<file path="src/rtl/demo_clock_ctrl_if.sv">
// Control bundle between the board pins and the demo clock controller:
// mode/speed/button/burst inputs in, tick enable and status out.
interface demo_clock_ctrl_if #(
  parameter int BURST_WIDTH = 8
);
  logic [1:0]             mode;
  logic [1:0]             speed;
  logic                   step_btn;
  logic [BURST_WIDTH-1:0] burst_len;
  logic                   tick;
  logic                   clk_slow;
  logic                   busy;
  logic [15:0]            tick_count;

  modport master (
    output mode, speed, step_btn, burst_len,
    input  tick, clk_slow, busy, tick_count
  );

  modport slave (
    input  mode, speed, step_btn, burst_len,
    output tick, clk_slow, busy, tick_count
  );
endinterface

</file>
<file path="src/rtl/demo_clock_ctrl.sv">
// Clock-enable controller for board demos: divides fastclk into a one-cycle tick and a
// clk_slow square wave, with halt, run, debounced single-step and N-step burst modes.
module demo_clock_ctrl #(
  parameter int DIV_DEFAULT     = 5_000_000,
  parameter int DIV_WIDTH       = 23,
  parameter int DEBOUNCE_CYCLES = 500_000,
  parameter int BURST_WIDTH     = 8
) (
  input logic              fastclk,
  input logic              reset,
  demo_clock_ctrl_if.slave bus
);
  typedef enum logic [1:0] {IDLE = 2'd0, RUN = 2'd1, BURST = 2'd2} state_t;

  localparam logic [1:0] MODE_RUN   = 2'b01;
  localparam logic [1:0] MODE_STEP  = 2'b10;
  localparam logic [1:0] MODE_BURST = 2'b11;

  localparam int DEB_W = (DEBOUNCE_CYCLES > 1) ? $clog2(DEBOUNCE_CYCLES) : 1;
  localparam logic [DEB_W-1:0] DEB_LAST = DEB_W'(DEBOUNCE_CYCLES - 1);

  logic                   sync1_reg;
  logic                   sync2_reg;
  logic                   deb_level_reg;
  logic [DEB_W-1:0]       deb_cnt_reg;
  logic                   step_req_reg;

  logic [1:0]             mode_q;
  logic [1:0]             speed_q;
  state_t                 state_reg;
  logic [DIV_WIDTH-1:0]   div_cnt_reg;
  logic [BURST_WIDTH-1:0] remaining_reg;
  logic                   tick_reg;
  logic                   clk_slow_reg;
  logic                   busy_reg;
  logic [15:0]            tick_count_reg;

  logic [DIV_WIDTH-1:0]   tc_tab [4];
  logic [DIV_WIDTH-1:0]   tc;
  logic                   mode_chg;
  logic                   due;
  logic                   step_fire;
  logic                   burst_start;
  logic                   issue;

  // Terminal count per speed setting, clamped so a tick never lasts two cycles.
  genvar gi;
  generate
    for (gi = 0; gi < 4; gi++) begin : g_tc
      localparam int SHIFTED = DIV_DEFAULT >> (2 * gi);
      localparam int TC_VAL  = (SHIFTED > 2) ? SHIFTED - 1 : 1;
      assign tc_tab[gi] = DIV_WIDTH'(TC_VAL);
    end
  endgenerate

  always_ff @(posedge fastclk) begin
    if (reset) begin
      sync1_reg     <= 1'b0;
      sync2_reg     <= 1'b0;
      deb_level_reg <= 1'b0;
      deb_cnt_reg   <= '0;
      step_req_reg  <= 1'b0;
    end else begin
      sync1_reg    <= bus.step_btn;
      sync2_reg    <= sync1_reg;
      step_req_reg <= 1'b0;
      if (sync2_reg != deb_level_reg) begin
        if (deb_cnt_reg == DEB_LAST) begin
          deb_level_reg <= sync2_reg;
          deb_cnt_reg   <= '0;
          step_req_reg  <= sync2_reg;
        end else begin
          deb_cnt_reg <= deb_cnt_reg + 1'b1;
        end
      end else begin
        deb_cnt_reg <= '0;
      end
    end
  end

  assign tc          = tc_tab[speed_q];
  assign mode_chg    = (bus.mode != mode_q) || (bus.speed != speed_q);
  assign due         = (state_reg != IDLE) && (div_cnt_reg == tc);
  assign step_fire   = (state_reg == IDLE) && step_req_reg && (mode_q == MODE_STEP);
  assign burst_start = (state_reg == IDLE) && step_req_reg && (mode_q == MODE_BURST)
                       && (bus.burst_len != '0);
  // A mode/speed change in the same cycle as a due or step suppresses the tick.
  assign issue       = !mode_chg && (due || step_fire);

  always_ff @(posedge fastclk) begin
    if (reset) begin
      mode_q         <= 2'b00;
      speed_q        <= 2'b00;
      state_reg      <= IDLE;
      div_cnt_reg    <= '0;
      remaining_reg  <= '0;
      tick_reg       <= 1'b0;
      clk_slow_reg   <= 1'b0;
      busy_reg       <= 1'b0;
      tick_count_reg <= '0;
    end else begin
      mode_q   <= bus.mode;
      speed_q  <= bus.speed;
      tick_reg <= issue;
      if (issue) begin
        clk_slow_reg   <= ~clk_slow_reg;
        tick_count_reg <= tick_count_reg + 16'd1;
      end
      if (mode_chg) begin
        state_reg     <= (bus.mode == MODE_RUN) ? RUN : IDLE;
        div_cnt_reg   <= '0;
        remaining_reg <= '0;
        busy_reg      <= 1'b0;
      end else begin
        case (state_reg)
          IDLE: begin
            if (mode_q == MODE_RUN) begin
              state_reg <= RUN;
            end else if (burst_start) begin
              state_reg     <= BURST;
              remaining_reg <= bus.burst_len;
              busy_reg      <= 1'b1;
              // The entry edge is the first divider cycle, so the first burst
              // tick lands TC+1 cycles after step_req.
              div_cnt_reg   <= DIV_WIDTH'(1);
            end
          end
          RUN: begin
            div_cnt_reg <= due ? '0 : div_cnt_reg + 1'b1;
          end
          BURST: begin
            div_cnt_reg <= due ? '0 : div_cnt_reg + 1'b1;
            if (due) begin
              remaining_reg <= remaining_reg - 1'b1;
              if (remaining_reg == BURST_WIDTH'(1)) begin
                state_reg <= IDLE;
                busy_reg  <= 1'b0;
              end
            end
          end
          default: state_reg <= IDLE;
        endcase
      end
    end
  end

  assign bus.tick       = tick_reg;
  assign bus.clk_slow   = clk_slow_reg;
  assign bus.busy       = busy_reg;
  assign bus.tick_count = tick_count_reg;
endmodule

</file>
<file path="src/flat_wrapper.sv">
// flat-port wrapper written by rule: the top's interface ports become plain ports
module demo_clock_ctrl_flat 
#(
  parameter int DIV_DEFAULT     = 5_000_000,
  parameter int DIV_WIDTH       = 23,
  parameter int DEBOUNCE_CYCLES = 500_000,
  parameter int BURST_WIDTH     = 8
)
  (fastclk, reset, bus_mode, bus_speed, bus_step_btn, bus_burst_len, bus_tick, bus_clk_slow, bus_busy, bus_tick_count);
  demo_clock_ctrl_if #(.BURST_WIDTH(BURST_WIDTH)) bus_i ();
  input logic fastclk;
  input logic reset;
  input wire logic [$bits(bus_i.mode)-1:0] bus_mode;
  input wire logic [$bits(bus_i.speed)-1:0] bus_speed;
  input wire logic [$bits(bus_i.step_btn)-1:0] bus_step_btn;
  input wire logic [$bits(bus_i.burst_len)-1:0] bus_burst_len;
  output wire logic [$bits(bus_i.tick)-1:0] bus_tick;
  output wire logic [$bits(bus_i.clk_slow)-1:0] bus_clk_slow;
  output wire logic [$bits(bus_i.busy)-1:0] bus_busy;
  output wire logic [$bits(bus_i.tick_count)-1:0] bus_tick_count;
  assign bus_i.mode = bus_mode;
  assign bus_i.speed = bus_speed;
  assign bus_i.step_btn = bus_step_btn;
  assign bus_i.burst_len = bus_burst_len;
  assign bus_tick = bus_i.tick;
  assign bus_clk_slow = bus_i.clk_slow;
  assign bus_busy = bus_i.busy;
  assign bus_tick_count = bus_i.tick_count;
  demo_clock_ctrl #(.DIV_DEFAULT(DIV_DEFAULT), .DIV_WIDTH(DIV_WIDTH), .DEBOUNCE_CYCLES(DEBOUNCE_CYCLES), .BURST_WIDTH(BURST_WIDTH)) u_core (.fastclk(fastclk), .reset(reset), .bus(bus_i));
endmodule
</file>
<file path="config.mk">
export PLATFORM = sky130hd
export DESIGN_NAME = demo_clock_ctrl_flat
export DESIGN_NICKNAME = d
export VERILOG_FILES = /design/src/rtl/demo_clock_ctrl_if.sv /design/src/rtl/demo_clock_ctrl.sv /design/src/flat_wrapper.sv
export SDC_FILE = /design/constraint.sdc
export NUM_CORES = 1
export LEC_CHECK = 0
export ABC_AREA = 1
export ABC_CLOCK_PERIOD_IN_PS = 2100
export CORE_ASPECT_RATIO = 0.5
export CORE_UTILIZATION = 45
export DETAILED_ROUTE_END_ITERATION = 8
export PLACE_DENSITY = 0.66
export SYNTH_ARGS = -nofsm -noshare
export SYNTH_HDL_FRONTEND = slang
export SYNTH_SLANG_ARGS = --single-unit
</file>
<file path="constraint.sdc">
create_clock -name fastclk -period 2.1 [get_ports fastclk]
set_clock_uncertainty 0.05 [all_clocks]
set_input_delay 0.42 -clock fastclk [delete_from_list [all_inputs] [get_ports fastclk]]
set_output_delay 0.42 -clock fastclk [all_outputs]
set_load 0.05 [all_outputs]
</file>
After elaboration in Yosys (flattened, before gate mapping)
Cells that the tools add are included.

operators by class
  $add $sub $neg = 4
  eq/ne operators = 20
  multiply operators = 0
  muxes and demuxes = 23
  reduce and logical (&&, ||, !) cells = 23
  shift-type cells = 0
  bitwise operators = 4
  $lt $le $gt $ge = 1
  div/mod/pow operators = 0

operator list
  cell                                              number
  two-way mux 23 bit                                5
  binary-select mux 23 bit (select 2 bit)           1
  one-hot mux 23 bit (2 select lines)               1
  two-way mux 8 bit                                 3
  adder 23 x 1 -> 23 bit, second input constant     1
  == test 23 bit                                    1
  adder 19 x 1 -> 19 bit, second input constant     1
  == test 19 bit, second input constant             1
  adder 16 x 1 -> 16 bit, second input constant     1
  one-hot mux 8 bit (2 select lines)                1
  two-way mux 2 bit                                 5
  == test 8 x 1 -> 1 bit, second input constant     1
  != test 2 x 1 -> 1 bit, second input constant     4
  AND reduction 4 bit                               2
  nonzero test 8 bit                                1
  subtractor 8 x 1 -> 8 bit, second input constant  1
  == test 2 x 1 -> 1 bit, second input constant     3
  == test 2 bit, second input constant              3
  logical AND 1 bit                                 6
  != test 3 x 1 -> 1 bit, second input constant     2
  one-hot mux 2 bit (3 select lines)                1
  nonzero test 2 bit                                3
  OR reduction 3 bit                                2
  two-way mux 1 bit                                 5
  15 further kinds                                  20

storage, ports and cells
  bits in read-only memories = 0
  bits in writable memories = 0
  flip-flop bits (word level) = 79
  input bits = 15
  memories kept = 0
  output and inout port bits = 19
  bits in latches = 0
  word-level logic and storage cells = 89

Depth between registers and ports, before layout
  word-level depth = 9
  depth in mapped cells = 16
  gate-level depth less buffers = 16

Least setup slack after synthesis
Ideal clock, no wire load.

  kind = register to register
  start = register u_core.speed_q[0]
  end = register u_core.tick_count_reg[1] (netlist: u_core.bus.tick_count[1])
  cell stages (with the launch flop) = 15
  setup time = 119 ps
  path buffers = 1
  period minus slack after synthesis = 1943 ps
  data arrival time = 1774 ps
  slack = 157 ps
  data required time = 1931 ps
  cell sequence = dfxtp_1 -> inv_2 -> ha_1 -> inv_1 -> nand2_1 -> nand2_1 -> nor2_1 -> nand2_1 -> nor2_2 -> nand3_4 -> nand2_2 -> nand2_2 -> buf_2 -> o21ai_0 -> a21oi_1

on the way
  longest elaborated chain between the ends = 8
  elaborated cells between the ends (all ways) = 11
  classes of those cells = 2 x eq/ne; 3 x mux; 1 x bitwise; 5 x reduce/logical

RTL lines
  what                                                    RTL line                source
  start, declared                                         demo_clock_ctrl.sv:29   logic [1:0] speed_q;
  start signal, assigned                                  demo_clock_ctrl.sv:103  speed_q <= bus.speed;
  NOT 2 -> 3 bit (implied by the code)                    demo_clock_ctrl.sv:81   assign tc = tc_tab[speed_q];
  binary-select mux 23 bit (select 2 bit)                 demo_clock_ctrl.sv:81
  two-way mux 23 bit (implied by the code) (2 in series)  demo_clock_ctrl.sv:81
  == test 23 bit                                          demo_clock_ctrl.sv:83   assign due = (state_reg != IDLE) && (div_cnt_reg == tc);
  logical AND 1 bit                                       demo_clock_ctrl.sv:83
  logical OR 1 bit                                        demo_clock_ctrl.sv:88   assign issue = !mode_chg && (due || step_fire);
  logical AND 1 bit (*)                                   demo_clock_ctrl.sv:88
  end signal, assigned                                    demo_clock_ctrl.sv:107  tick_count_reg <= tick_count_reg + 16'd1;
  end, declared                                           demo_clock_ctrl.sv:36   logic [15:0] tick_count_reg;

Every way passes the cells marked *; elsewhere a longest branch is shown, timed or not. The select of a mux whose other input is x is not followed.
A chain may end at the register's enable or synchronous reset.

Worst setup path after layout
  start = register u_core.tick_count_reg[13] (netlist: u_core.bus.tick_count[13])
  end = output port bus_tick_count[13]

RTL lines
  what           RTL line            source
  end, declared  flat_wrapper.sv:20  output wire logic [$bits(bus_i.tick_count)-1:0] bus_tick_count;

No word-level cell between the ends.

==> impl_metrics.json <==
{
  "status": "finished clean",
  "grt_pass1_vias": 4083,
  "final_cell_mix": "nand2_1 (185), inv_1 (88), dfxtp_1 (75)",
  "fillCellCount": 913,
  "nNetsFinal": 793,
  "netlist_area_sq_mm": 0.00453,
  "maxSlewViolCount": 0,
  "post_dp_cell_area_sq_mm": 0.00524,
  "firstDrtPassIters": 4,
  "worstPathArrival_ns": 1.58,
  "p_leak_nw": 2.39,
  "crit_chain": "clkdlybuf4s50_1",
  "cpPeakStageDelay_ns": 0.83,
  "worst_path_max_delay_cell": "clkdlybuf4s50_1",
  "ys_seq_area_share_pct": 34.9,
  "hpwl_um": 8240,
  "finalHoldViolations": 0,
  "drive_gt1_share_pct": 13.1,
  "worstPathMaxFanout": 4,
  "cp-start-kind": "flop",
  "track_usage_pct": 22.5,
  "cts_tree": "done",
  "p_per_area_mw_per_mm2": 572,
  "ys_ff_latch": 79,
  "synth.distinct_cells": 36,
  "clkLatencyLatePin_ns": 0.34,
  "final_common_cell": "nand2_1",
  "synthesis.nets": 724,
  "critPathTopFamily": "buffers and inverters",
  "finalCritPeriodShare_pct": 97.7,
  "synth_top_area_share_pct": 34.9,
  "drtAntennaViolNets": 0,
  "grt_setup_unrepaired": "true",
  "ir_drop_mv": 0.368,
  "slew-limit-headroom_pct": 65.1,
  "hp-class": "reg -> reg",
  "fin_cells": 906,
  "overflow": 0,
  "diodes": 0,
  "clk_pin_slew_ns": 0.06,
  "die_x_um": 144,
  "die_h_um": 73.0,
  "yosys_warnings": 0,
  "wirelength_um": 11000,
  "cts_root_buf": "clkbuf_16",
  "largest_register_ffs": 23,
  "synth_area_leaders": "dfxtp_1 (35%), nand2_1 (15%), inv_1 (7.5%)",
  "clock.fmax_ghz": 0.487,
  "crit_type": "reg -> out",
  "detail_route.wl_per_cell_um": 12.1,
  "post_synth.cell_area_avg_sq_um": 6.51,
  "h-tree-depth": 3,
  "yosys.area.top_type": "dfxtp_1",
  "worstPathRequired_ns": 1.63,
  "setup_viol": 0,
  "hold_slack_ns": 0.357,
  "clk_path_buf_depth": 2,
  "vias": 4461,
  "cp_num_buf_inv": 1,
  "cts_buffers": 9,
  "drv_cap": 0,
  "hold_buffers": 0,
  "grt_pass1_wl_um": 18500,
  "place.gp.congestion": 0.942,
  "grt_antenna_before_repair": 0,
  "grt_max_degree": 15,
  "numPortBuffers": 33,
  "start_util_pct": 47.2,
  "worst_slew_pin_slew_ns": 0.523,
  "cts.sinks": 79,
  "power_mw": 3.27,
  "avgViaCountPerCell": 4.92,
  "drc": 0,
  "drt_iter0_markers": 221,
  "fin_area_sq_mm": 0.00572,
  "min_period_ns": 2.05,
  "fp-row-count": 25,
  "ioPinCount": 34,
  "dpl.cell_count": 885,
  "core_sq_mm": 0.00960,
  "syn_to_final_growth_pct": 26.2,
  "cp-end-kind": "primary output",
  "die_area_sq_mm": 0.0105,
  "synth_cells": 697
}
stage by stage:
stage | TNS (ns) | worst slack (ns) | util [%]
2_1_floorplan | 0 | 0.157 | -
3_3_place_gp | -0.0703 | -0.0202 | 54.6
3_5_place_dp | -0.387 | -0.0660 | 54.6
4_1_cts | 0 | 0.000512 | 58.0
5_1_grt | -0.155 | -0.0218 | 59.6
6_report | 0 | 0.0485 | 59.6
final timing paths:
kind	startpoint	end	slack (ns)	cells after the start
worst max-delay path	u_core.bus.tick_count[13]	bus_tick_count[13]	0.05	1
worst min-delay path	u_core.sync1_reg	u_core.sync2_reg	0.36	2
worst max register to register	u_core.speed_q[1]	u_core.remaining_reg[2]	0.13	15
worst min register to register	u_core.sync1_reg	u_core.sync2_reg	0.36	2
logic make-up after synthesis:
logic type | synth area share (%)
compound gates | 10.2
xor+xnor | 4.44
flops | 34.9
simple gates | 37.1
fa+ha+maj | 3.31
buf+inv | 10.0
layer usage:
layer	vias up	part of all wire [%]	global-route usage, %
met3	16	3.6	5.64
li1	2367	-	-
met1	2014	50	29.3
met5	-	0	0
met2	64	45	36.4
met4	0	1.4	8.27
synth_stat cells, drive strengths merged:
cell type	n
o211ai	1
nor4	6
buf	9
nand2	193
nand3	46
dfxtp	79
nor2	82
xnor2	9
clkbuf	5
nand3b	2
ha	12
nor3	23
clkinv	2
a21oi	47
or2	1
o31ai	1
o21a	1
nor3b	7
inv	97
o21ai	39
and3	1
xor2	14
a31oi	1
nand4	19
cell type report:
type                            count  area [sq um]  area share (%)
Clock buffer                       12           246            4.31
Clock inverter                      4          53.8           0.940
Inverter                           99           377            6.58
Multi-Input combinational cell    505          2580            45.1
Sequential cell                    79          1590            27.7
Tap cell                          135           169            2.95
Timing Repair Buffer               71           702            12.3
Timing Repair inverter              1          5.00          0.0875
power by group:
group / total (mW) / switching, mW / internal [mW]
Clock: 1.56 / 0.607 / 0.958
Combinational: 0.196 / 0.102 / 0.0939
Sequential: 1.51 / 0.00639 / 1.51
worst min-delay path: cells and delay by family, from the launching register on:
kind	cells	cell delay [ns]
DFF	1	0.29
buffers and inverters	1	0.04
and+or+nand+nor	1	0.03
timing repair:
action | 4_1_cts | 5_1_grt
gates cloned | 0 | 2
pin swaps | 1 | 3
buffers inserted | 2 | 1
setup endpoints to repair | 12 | 58
resized for setup | 1 | 40
Power figures use the tool's default switching activity.
